<file path="config.mk">
export PLATFORM = sky130hd
export DESIGN_NAME = uart_byte_rx
export DESIGN_NICKNAME = d
export VERILOG_FILES = /design/src/rtl/uart_byte_rx.sv
export SDC_FILE = /design/constraint.sdc
export NUM_CORES = 1
export LEC_CHECK = 0
export CORE_MARGIN = 2
export CORE_UTILIZATION = 47
export DETAILED_ROUTE_END_ITERATION = 7
export PLACE_DENSITY = 0.66
export SLEW_MARGIN = 15
export SYNTH_ARGS = -nofsm -noshare
export SYNTH_HDL_FRONTEND = slang
export SYNTH_SLANG_ARGS = --single-unit
</file>
<file path="constraint.sdc">
create_clock -name clk_i -period 2.4 [get_ports clk_i]
set_input_delay 0.48 -clock clk_i [delete_from_list [all_inputs] [get_ports clk_i]]
set_output_delay 0.48 -clock clk_i [all_outputs]
set_load 0.005 [all_outputs]
</file>
<file path="src/rtl/uart_byte_rx.sv">
// uart_byte_rx
//   Asynchronous serial byte receiver. Samples rxd_i through a 2-flop synchronizer, deframes
//   8N1 characters (LSB first) at CLKS_PER_BIT clocks per bit and presents each byte on a
//   one-entry ready/valid holding register. Start-bit glitches are filtered, framing errors
//   and overruns are reported as one-cycle pulses.
//
//   Optional feature macro: UART_RX_PARITY_EN
//     defined   -> 8E1 frame, parity bit checked, parity_err_o driven.
//     undefined -> 8N1 frame, parity_err_o tied to 0.
//
//   Parameters
//     CLKS_PER_BIT  clock cycles per bit, must be >= 4
//   Ports
//     clk_i         clock, rising edge
//     rst_i         asynchronous active-high reset
//     rxd_i         serial line, idle high, asynchronous to clk_i
//     rx_data_o     received byte, stable while rx_valid_o is high
//     rx_valid_o    holding register full
//     rx_ready_i    consumer accepts the byte when rx_valid_o & rx_ready_i
//     frame_err_o   one-cycle pulse: stop bit sampled low
//     parity_err_o  one-cycle pulse: even-parity mismatch (parity build only)
//     overrun_o     one-cycle pulse: byte completed while holding register full
module uart_byte_rx #(
  parameter int unsigned CLKS_PER_BIT = 263
) (
  input  logic       clk_i,
  input  logic       rst_i,
  input  logic       rxd_i,
  output logic [7:0] rx_data_o,
  output logic       rx_valid_o,
  input  logic       rx_ready_i,
  output logic       frame_err_o,
  output logic       parity_err_o,
  output logic       overrun_o
);

  localparam int unsigned     HALF       = CLKS_PER_BIT / 2;
  localparam int unsigned     CntW       = $clog2(CLKS_PER_BIT);
  localparam logic [CntW-1:0] CntBitEnd  = CntW'(CLKS_PER_BIT - 1);
  localparam logic [CntW-1:0] CntHalfEnd = CntW'(HALF - 1);
  localparam logic [CntW-1:0] CntOne     = CntW'(1);

  typedef enum logic [2:0] {
    StIdle     = 3'd0,
    StStart    = 3'd1,
    StData     = 3'd2,
`ifdef UART_RX_PARITY_EN
    StParity   = 3'd3,
`endif
    StStop     = 3'd4,
    StWaitHigh = 3'd5
  } state_e;

  logic            sync1_q;
  logic            rxs_q;
  state_e          state_q;
  logic [CntW-1:0] cnt_q;
  logic [2:0]      bit_idx_q;
  logic [7:0]      shift_q;
  logic            cnt_bit_end;
`ifdef UART_RX_PARITY_EN
  logic            par_bit_q;
`endif

  // Both flops reset high so a reset never looks like a start edge.
  always_ff @(posedge clk_i or posedge rst_i) begin
    if (rst_i) begin
      sync1_q <= 1'b1;
      rxs_q   <= 1'b1;
    end else begin
      sync1_q <= rxd_i;
      rxs_q   <= sync1_q;
    end
  end

  assign cnt_bit_end = (cnt_q == CntBitEnd);

`ifndef UART_RX_PARITY_EN
  assign parity_err_o = 1'b0;
`endif

  always_ff @(posedge clk_i or posedge rst_i) begin
    if (rst_i) begin
      state_q      <= StIdle;
      cnt_q        <= '0;
      bit_idx_q    <= '0;
      shift_q      <= '0;
      rx_data_o    <= '0;
      rx_valid_o   <= 1'b0;
      frame_err_o  <= 1'b0;
      overrun_o    <= 1'b0;
`ifdef UART_RX_PARITY_EN
      par_bit_q    <= 1'b0;
      parity_err_o <= 1'b0;
`endif
    end else begin
      frame_err_o <= 1'b0;
      overrun_o   <= 1'b0;
`ifdef UART_RX_PARITY_EN
      parity_err_o <= 1'b0;
`endif
      // Handshake empties the register unless a delivery below reloads it.
      if (rx_valid_o && rx_ready_i) begin
        rx_valid_o <= 1'b0;
      end

      unique case (state_q)
        StIdle: begin
          cnt_q     <= '0;
          bit_idx_q <= '0;
          if (!rxs_q) begin
            state_q <= StStart;
          end
        end

        // Re-check the line mid start bit; a high line means a glitch.
        StStart: begin
          if (cnt_q == CntHalfEnd) begin
            cnt_q   <= '0;
            state_q <= rxs_q ? StIdle : StData;
          end else begin
            cnt_q <= cnt_q + CntOne;
          end
        end

        StData: begin
          if (cnt_bit_end) begin
            cnt_q              <= '0;
            shift_q[bit_idx_q] <= rxs_q;
            bit_idx_q          <= bit_idx_q + 3'd1;
            if (bit_idx_q == 3'd7) begin
`ifdef UART_RX_PARITY_EN
              state_q <= StParity;
`else
              state_q <= StStop;
`endif
            end
          end else begin
            cnt_q <= cnt_q + CntOne;
          end
        end

`ifdef UART_RX_PARITY_EN
        StParity: begin
          if (cnt_bit_end) begin
            cnt_q     <= '0;
            par_bit_q <= rxs_q;
            state_q   <= StStop;
          end else begin
            cnt_q <= cnt_q + CntOne;
          end
        end
`endif

        // Leaving at mid stop bit lets a start edge half a bit later be caught.
        StStop: begin
          if (cnt_bit_end) begin
            cnt_q   <= '0;
            state_q <= StIdle;
            if (!rxs_q) begin
              frame_err_o <= 1'b1;
              state_q     <= StWaitHigh;
`ifdef UART_RX_PARITY_EN
            end else if (par_bit_q != ^shift_q) begin
              parity_err_o <= 1'b1;
`endif
            end else if (!rx_valid_o || rx_ready_i) begin
              rx_data_o  <= shift_q;
              rx_valid_o <= 1'b1;
            end else begin
              overrun_o <= 1'b1;
            end
          end else begin
            cnt_q <= cnt_q + CntOne;
          end
        end

        // Break or stuck-low line: wait for idle before hunting for a start bit.
        StWaitHigh: begin
          cnt_q <= '0;
          if (rxs_q) begin
            state_q <= StIdle;
          end
        end

        default: begin
          state_q <= StIdle;
          cnt_q   <= '0;
        end
      endcase
    end
  end

endmodule

</file>
==> results.yml, run 1 <==
sta:
  fmax_mhz: 462
  rsz0062_at_grt: "no"
  setup_tns_ns: 0
  slew_violations: 0
  tightest_slew_ns: 0.506
  fin_skew_ns: 0.0140
  post-route-min-period_ns: 2.16
  fin_crit_sh: 0.901
  max_slew_margin: 0.663
  setup_viol: 0
  hold_violations: 0
synth:
  synth_cell_types: 34
  ys_ff_latch: 36
  avgSynthCellArea_sq_um: 11.4
  ys_top_cells_by_area: "dfrtp_1, mux2_4, mux2_2"
  synth_cells: 149
  yosys_warnings: 0
  yosysMostFrequentCell: "dfrtp_1"
  netlist_top_cells_count: "dfrtp_1, nor2_1, mux2_2, mux2_4, nand3_1"
  synth-edff-count: 0
  synth_top_area_share: 0.499
  async_flop_share: 1.00
  syn_nets: 157
  synth_top_area_cell: "dfrtp_1"
  yosysSeqAreaShare: 0.530
  synthesis.area_sq_um: 1710
  ys.flop_type: "dfrtp_1"
pwr:
  combPwrFrac: 0.018
  p_seq_frac: 0.588
  power.density_nw_per_um2: 531
  swShare: 0.200
  p_total_mw: 1.04
  peakVddDrop_mv: 0.347
  intPower_uw: 834
  p_leak_nw: 0.891
  power.switching_uw: 208
  power_frac_clock: 0.395
route:
  ant_nets: 0
  drtPass1Iterations: 4
  avgRoutedWirePerCell_microns: 13.9
  drtIter0Drc: 41
  drt-total-wl_microns: 2950
  post-route-drc-count: 0
  routed_via_density: 5.38
  vias: 1147
cts:
  numCtsBuffers: 5
  ctsRootBufferMaster: "clkbuf_4"
  ctsHoldBuffers: 0
  clock-sinks: 36
  postCtsSetupBuffers: 0
  htreeDepth: 2
  cts_resized: 0
  insertion_delay_ns: 0.34
  clk_pin_slew_ns: 0.11
  tritoncts: "yes"
  clock_path_buffers: 2
final_layout:
  layout-drive-gt1-share: 0.180
  n_antenna_cell: 0
  final_area_sq_um: 1960
  final_nets: 174
  synthToLayoutAreaGrowth_pct: 15.2
place:
  port_buffers: 14
  hpwl_microns: 2060
  dpl_cell_area_sq_um: 1890
  place_congestion: 0.780
floorplan:
  die_w_microns: 64.2
  dieHeight_microns: 64.2
  start_util: 0.499
  fp.dieArea_sq_um: 4130
  core_area_sq_um: 3420
  io_pins: 16
  num_rows: 21
global_routing:
  gr-usage-all-layers: 0.177
  antenna_found_initial: 0
  grt_max_degree: 37
  grt_pass1_vias: 1191
  grt_pass1_wl_microns: 5510
  grt-ovfl-total: 0
min_path:
  hold_start: "sync1_q$_DFF_PP1_"
  holdPathEnd: "rxs_q$_DFF_PP1_"
  whs_path_depth: 0
  hold_class: "reg -> reg"
worst_setup_path:
  worstSetupPathType: "reg -> reg"
  critPathArrivalTime_ns: 2.39
  worstReg2RegStart: "cnt_q[0]$_DFF_PP0_"
  crit_path_end_kind: "flop"
  r2r_cells: 6
  worstPathMaxFanout: 8
  r2r_end: "rx_data_o[7]$_DFFE_PP0P_"
  start_kind: "flop"
  crit_start: "cnt_q[0]$_DFF_PP0_"
  rrSetupSlack_ns: 0.24
  cp.required_ns: 2.63
run_status:
  status: "complete, no violations"
run:
  maxCapViolations: 0
## stage by stage
step | worst slack, ns | cells | hold WS [ns] | utilization
floorplan | 0.532 | 149 | 0.345 | -
global placement | 0.267 | 205 | 0.346 | 0.553
detailed placement | 0.233 | 205 | 0.347 | 0.553
CTS | 0.211 | 213 | 0.363 | 0.575
global route | 0.0415 | 213 | 0.366 | 0.575
finish | 0.238 | 213 | 0.362 | 0.575
## critical path: stages, from the launching register on
cell,delay [ns]
dfrtp_1,0.45
inv_1,0.08
ha_1,0.17
nor4b_4,0.25
nand2_1,0.11
or3b_1,0.61
mux2_4,0.38
## cells in the final DEF, fill, tap and decap left out, drive strengths merged, types with 2 or more instances in the layout
master and instances:
xnor2 2, dfstp 2, buf 3, nand3 8, clkbuf 6, clkdlybuf4s50 14, xor2 6, nor3b 2
nand2b 4, nor3 4, or3 2, nor2 17, nand2 7, o211ai 2, o21ai 7, ha 4
mux2 16, nand4 4, nor4 5, dfrtp 34, inv 4
## per-layer routing
layer,global-route usage,vias up,routed length [microns]
li1,-,556,-
met1,0.236,553,1310
met2,0.267,31,1410
met3,0.0651,7,171
met4,0.0612,0,55
met5,0,-,0
## registers in the layout, summed over array words and instances (netlist names)
name         flops
cnt_q            9
rx_data_o        8
shift_q          8
bit_idx_q        3
state_q          3
frame_err_o      1
overrun_o        1
rx_valid_o       1
rxs_q            1
sync1_q          1
## power by group through the flow
stage	Sequential (mW)	Clock, mW	Combinational [mW]
after detailed placement	0.624	0	0.0197
after floorplan	0.622	0	0.0131
final	0.612	0.411	0.0185
after global placement	0.624	0	0.0191
after CTS	0.613	0.424	0.0197
after global routing	0.613	0.454	0.0220
## how the worst max path moves through the flow
stage / endpoint / slack [ns] / cells after the start
floorplan: shift_q[1]$_DFFE_PP0P_ / 0.53 / 7
CTS: rx_data_o[7]$_DFFE_PP0P_ / 0.21 / 6
finish: rx_data_o[7]$_DFFE_PP0P_ / 0.24 / 6
global route: rx_data_o[7]$_DFFE_PP0P_ / 0.04 / 6
detailed placement: rx_data_o[7]$_DFFE_PP0P_ / 0.23 / 4
global placement: rx_data_o[3]$_DFFE_PP0P_ / 0.27 / 6
## layout make-up
type                       count  area [sq um]
clock buffer                   6          41.3
fill                         291          1450
sequential                    36           903
inverter                       4          15.0
multi-input combinational    102           749
clock inverter                 2          35.0
tap                           46          57.6
timing repair buffer          17           163
## cells by family after synthesis
kind of cell    share of synthesized area
compound gates                     0.0492
xor+xnor                           0.0411
fa+ha+maj                          0.0293
buf+inv                            0.0308
flops                               0.530
mux                                 0.123
other cells                       0.00220
simple gates                        0.194
(Power assumes the default switching activity.)
==> inputs of run 2 (changes only) <==
--- a/config.mk
+++ b/config.mk
@@ -8,7 +8,8 @@
 export CORE_MARGIN = 2
 export CORE_UTILIZATION = 47
 export DETAILED_ROUTE_END_ITERATION = 7
-export PLACE_DENSITY = 0.66
+export PLACE_DENSITY = 0.67
+export REMOVE_ABC_BUFFERS = 1
 export SLEW_MARGIN = 15
 export SYNTH_ARGS = -nofsm -noshare
 export SYNTH_HDL_FRONTEND = slang
==> results.yml, run 2 (same netlist as run 1, synthesis figures left out) <==
run_status:
  status: "complete, no violations"
floorplan:
  start_util: 0.499
  num_rows: 21
  fp.dieArea_sq_um: 4130
  dieHeight_microns: 64.2
  core_area_sq_um: 3420
  die_w_microns: 64.2
  io_pins: 16
final_layout:
  synthToLayoutAreaGrowth_pct: 14.4
  final_nets: 174
  area.sequential_sq_um: 903
  mostFrequentLayoutCells: "dfrtp_1, nor2_1, clkdlybuf4s50_1"
  fill_cells: 312
  largest_register_ffs: 9
  largest-register: "cnt_q"
  final_common_cell: "dfrtp_1"
  reg_top3: "cnt_q (9), rx_data_o (8), shift_q (8)"
  multi_input_area_sq_um: 749
  layout-drive-gt1-share: 0.180
  n_antenna_cell: 0
  final_area_sq_um: 1950
  fin_util: 0.571
sta:
  tightest_slew_ns: 0.507
  hold_violations: 0
  fin_skew_ns: 0.0104
  setup_viol: 0
  setup_tns_ns: 0
  rsz0062_at_grt: "no"
  layout_setup_ws_ns: 0.213
  max_slew_margin: 0.662
  fin_crit_sh: 0.911
  fmax_mhz: 457
  post-route-min-period_ns: 2.19
  slew_violations: 0
  timing.hold.ws_ns: 0.362
worst_setup_path:
  cp.required_ns: 2.64
  start_kind: "flop"
  crit_path_end_kind: "flop"
  worstPathMaxFanout: 8
  critPathArrivalTime_ns: 2.42
  r2r_cells: 6
  worstSetupPathType: "reg -> reg"
cts:
  htreeDepth: 2
  tritoncts: "yes"
  postCtsSetupBuffers: 0
  ctsRootBufferMaster: "clkbuf_4"
  cts_resized: 0
  insertion_delay_ns: 0.34
  numCtsBuffers: 5
  clk_pin_slew_ns: 0.10
  clock_path_buffers: 2
  clock-sinks: 36
  ctsHoldBuffers: 0
global_routing:
  grt_max_degree: 37
  grt_pass1_vias: 1130
  gr-usage-all-layers: 0.180
  antenna_found_initial: 0
  grt_pass1_wl_microns: 5500
  grt-ovfl-total: 0
pwr:
  peakVddDrop_mv: 0.336
  swShare: 0.219
  power_frac_clock: 0.351
  power.density_nw_per_um2: 498
  p_seq_frac: 0.630
  combPwrFrac: 0.019
  p_leak_nw: 0.880
  intPower_uw: 759
  power.switching_uw: 213
place:
  dpl_worst_slack_ns: 0.213
  port_buffers: 14
  dpl_cell_area_sq_um: 1890
  place_congestion: 0.791
  hpwl_microns: 2210
route:
  post-route-drc-count: 0
  drtIter0Drc: 79
  avgRoutedWirePerCell_microns: 14.3
  ant_nets: 0
  drt-total-wl_microns: 3040
  routed_via_density: 5.31
  vias: 1131
  drtPass1Iterations: 4
min_path:
  whs_path_depth: 0
  hold_class: "reg -> reg"
run:
  maxCapViolations: 0
## run 2: changes by cell type in the layout (fill, tap and decap cells not counted), sizes merged
cell	change
clkbuf	+1
clkinvlp	+1
clkinv	-1
bufinv	-1
## run 2: power groups by stage
| stage | clock network (mW) | registers [mW] | logic, mW |
|---|---|---|---|
| 5_1_grt | 0.380 | 0.613 | 0.0225 |
| 3_5_place_dp | 0 | 0.624 | 0.0197 |
| 3_3_place_gp | 0 | 0.624 | 0.0191 |
| 2_1_floorplan | 0 | 0.623 | 0.0103 |
| 6_report | 0.341 | 0.612 | 0.0188 |
| 4_1_cts | 0.352 | 0.613 | 0.0197 |
## run 2: metrics by stage
stage,power (mW),cells
final,0.972,213
after global routing,1.02,213
after CTS,0.985,213
after detailed placement,0.644,205
after global placement,0.643,205
after floorplan,0.633,142
## run 2: area by class of cell
cell class                      instances  area share
Multi-Input combinational cell        102       0.384
Clock inverter                          1     0.00385
Sequential cell                        36       0.463
Inverter                                4     0.00770
Tap cell                               46      0.0295
Timing Repair Buffer                   17      0.0834
Clock buffer                            7      0.0282
## run 2: final timing paths
kind                            slack, ns                        to               start
worst max-delay path                 0.21  rx_data_o[2]$_DFFE_PP0P_  cnt_q[0]$_DFF_PP0_
worst min-delay path                 0.36           rxs_q$_DFF_PP1_   sync1_q$_DFF_PP1_
worst max register to register       0.21  rx_data_o[2]$_DFFE_PP0P_  cnt_q[0]$_DFF_PP0_
worst min register to register       0.36           rxs_q$_DFF_PP1_   sync1_q$_DFF_PP1_
max in group asynchronous            1.54         sync1_q$_DFF_PP1_               rst_i
min in group asynchronous            0.53    shift_q[7]$_DFFE_PP0P_               rst_i
## run 2: routing by layer
metal  global-route usage  vias to the layer above  wire [microns]
met5                    0                        -               0
met4               0.0798                        0              61
met3               0.0546                        6             111
met2                0.277                       19            1490
met1                0.233                      545            1380
li1                     -                      561               -
## run 2: worst max-delay path, stage by stage (launching register included)
cell     delay [ns]
dfrtp_1        0.45
inv_1          0.08
ha_1           0.19
nor4b_4        0.25
nand2_1        0.12
or3b_1         0.62
mux2_4         0.38
==> inputs of run 3 (changes only) <==
--- a/config.mk
+++ b/config.mk
@@ -5,6 +5,7 @@
 export SDC_FILE = /design/constraint.sdc
 export NUM_CORES = 1
 export LEC_CHECK = 0
+export ABC_AREA = 1
 export CORE_MARGIN = 2
 export CORE_UTILIZATION = 47
 export DETAILED_ROUTE_END_ITERATION = 7
==> results.yml, run 3 <==
run_status:
  status: "complete, no violations"
global_routing:
  grt_use_met3: 0.0511
  grt_pass1_wl_microns: 5380
  gr-usage-all-layers: 0.164
  grt_util_met1: 0.215
  grt_pass1_vias: 1193
  antenna_found_initial: 0
  grt-ovfl-total: 0
  grt_use_met2: 0.249
  grt_max_degree: 37
  busiest_layer: "met2"
synth:
  avgSynthCellArea_sq_um: 8.59
  yosys_warnings: 0
  yosysSeqAreaShare: 0.499
  synth-edff-count: 0
  synthesis.area_sq_um: 1810
  ys_top_cells_by_area: "dfrtp_1, nand2_1, inv_1"
  async_flop_share: 1.00
  yosysMostFrequentCell: "nand2_1"
  netlist_top_cells_count: "nand2_1, dfrtp_1, inv_1"
  synth_top_area_share: 0.470
  ys_ff_latch: 36
  synth_cells: 211
  synth_cell_types: 23
  ys.flop_type: "dfrtp_1"
  synth_top_area_cell: "dfrtp_1"
cts:
  postCtsSetupBuffers: 0
  tritoncts: "yes"
  ctsHoldBuffers: 0
  htreeDepth: 2
  clk_pin_slew_ns: 0.08
  clock_path_buffers: 2
  clock-sinks: 36
  cts_resized: 0
  insertion_delay_ns: 0.29
  numCtsBuffers: 5
  ctsRootBufferMaster: "clkbuf_8"
worst_setup_path:
  critPathArrivalTime_ns: 1.85
  r2r_cells: 7
  start_kind: "flop"
  max_stage_delay_ns: 0.42
  path_cells: "inv_1 > ha_1 > nand4_4 > nor2_8 > nand4_4 > nand2_1 > o21ai_2"
  crit_path_end_kind: "flop"
  worstReg2RegStart: "cnt_q[0]$_DFF_PP0_"
  worstSetupPathType: "reg -> reg"
  cp.required_ns: 2.58
  rrSetupSlack_ns: 0.73
  worstPathMaxFanout: 16
  slowest_stage: "dfrtp_1"
  path_common_cell: "nand4_4"
  r2r_end: "rx_data_o[7]$_DFFE_PP0P_"
floorplan:
  dieHeight_microns: 66.1
  die_w_microns: 66.1
  io_pins: 16
  num_rows: 22
  core_area_sq_um: 3690
  start_util: 0.491
  fp.dieArea_sq_um: 4370
sta:
  hold_violations: 0
  setup_tns_ns: 0
  setup_viol: 0
  fin_crit_sh: 0.697
  rsz0062_at_grt: "no"
  post-route-min-period_ns: 1.67
  fin_skew_ns: 0.00640
  slew_violations: 0
  fmax_mhz: 598
min_path:
  hold_start: "sync1_q$_DFF_PP1_"
  hold_class: "reg -> reg"
  holdPathEnd: "rxs_q$_DFF_PP1_"
  whs_path_depth: 0
final_layout:
  final_nets: 237
  largest-register: "cnt_q"
  synthToLayoutAreaGrowth_pct: 18.7
  layout-drive-gt1-share: 0.126
  stdcell_count: 278
  final_common_cell: "nand2_1"
  n_antenna_cell: 0
  reg_top3: "cnt_q (9), rx_data_o (8), shift_q (8)"
  largest_register_ffs: 9
  mostFrequentLayoutCells: "nand2_1, dfrtp_1, inv_1, nor2_1, nand3_1"
route:
  routed_via_density: 4.82
  drtPass1Iterations: 4
  drtIter0Drc: 88
  drt-total-wl_microns: 3070
  post-route-drc-count: 0
  ant_nets: 0
  vias: 1341
  avgRoutedWirePerCell_microns: 11.0
run:
  maxCapViolations: 0
place:
  dp.cells: 270
  port_buffers: 14
  place_congestion: 0.821
  hpwl_microns: 2120
pwr:
  peakVddDrop_mv: 0.401
  p_leak_nw: 1.07
  power.density_nw_per_um2: 641
run 3: cell types whose count changed in the layout (fill, tap and decap cells not counted), moves of 5 or more:
| cell | previous run | this run |
|---|---|---|
| nor2_1 | 17 | 22 |
| nor4_1 | 5 | 0 |
| a21oi_1 | 0 | 7 |
| mux2_4 | 8 | 0 |
| nand2_1 | 7 | 47 |
| inv_1 | 4 | 30 |
| o21ai_2 | 0 | 10 |
| nand3_1 | 8 | 16 |
| clkbuf_4 | 5 | 0 |
| mux2_2 | 8 | 0 |
run 3: worst max-delay path, delay by kind of cell, from the launching register on:
family	cells	cell delay (ns)
adders and majority gates	1	0.21
buffers and inverters	1	0.07
AOI/OAI and AO/OA	1	0.06
and+or+nand+nor	4	0.79
DFF	1	0.42
run 3: cells by family (layout without fill, tap and decap cells):
logic type / after synthesis / in the layout / synth area share
simple gates: 103 / 103 / 0.272
xor+xnor: 5 / 5 / 0.0242
other cells: 1 / 1 / 0.00207
buf+inv: 34 / 53 / 0.0773
compound gates: 28 / 28 / 0.0981
flops: 36 / 36 / 0.499
fa+ha+maj: 4 / 4 / 0.0276
run 3: layout make-up:
cell class	instances	area [sq um]
clock inverter	3	90.1
clock buffer	5	68.8
sequential	36	903
fill	330	1540
inverter	30	113
timing repair buffer	15	148
tap	48	60.1
multi-input combinational	141	768
run 3: metrics by stage:
| stage | instance area, sq um | util | hold slack (ns) | setup WS (ns) | power (mW) |
|---|---|---|---|---|---|
| 2_1_floorplan | 1780 | - | 0.345 | 0.895 | 0.634 |
| 3_3_place_gp | 1990 | 0.540 | 0.346 | 0.692 | 0.645 |
| 3_5_place_dp | 1990 | 0.540 | 0.347 | 0.651 | 0.645 |
| 4_1_cts | 2150 | 0.583 | 0.358 | 0.718 | 1.39 |
| 5_1_grt | 2150 | 0.583 | 0.361 | 0.556 | 1.43 |
| 6_report | 2150 | 0.583 | 0.359 | 0.728 | 1.38 |
run 3: worst max path at each step:
stage,cells after the start,from,end
floorplan,7,cnt_q[0]$_DFF_PP0_,rx_data_o[2]$_DFFE_PP0P_
global placement,6,rx_ready_i,rx_data_o[3]$_DFFE_PP0P_
detailed placement,6,rx_ready_i,rx_data_o[7]$_DFFE_PP0P_
CTS,7,cnt_q[0]$_DFF_PP0_,rx_data_o[7]$_DFFE_PP0P_
global route,9,cnt_q[0]$_DFF_PP0_,bit_idx_q[0]$_DFFE_PP0P_
finish,7,cnt_q[0]$_DFF_PP0_,rx_data_o[7]$_DFFE_PP0P_
run 3: layer usage:
metal | routed length, microns | share of wire
met5 | 0 | 0
met4 | 61 | 0.020
met3 | 111 | 0.036
met2 | 1360 | 0.44
met1 | 1540 | 0.50
run 3: where the power goes:
part	internal [mW]	switching, mW	leakage, nW	total, mW
registers	0.609	0.00324	0.481	0.613
clock network	0.520	0.226	0.0784	0.745
logic	0.00578	0.0139	0.509	0.0197
total	1.13	0.243	1.07	1.38
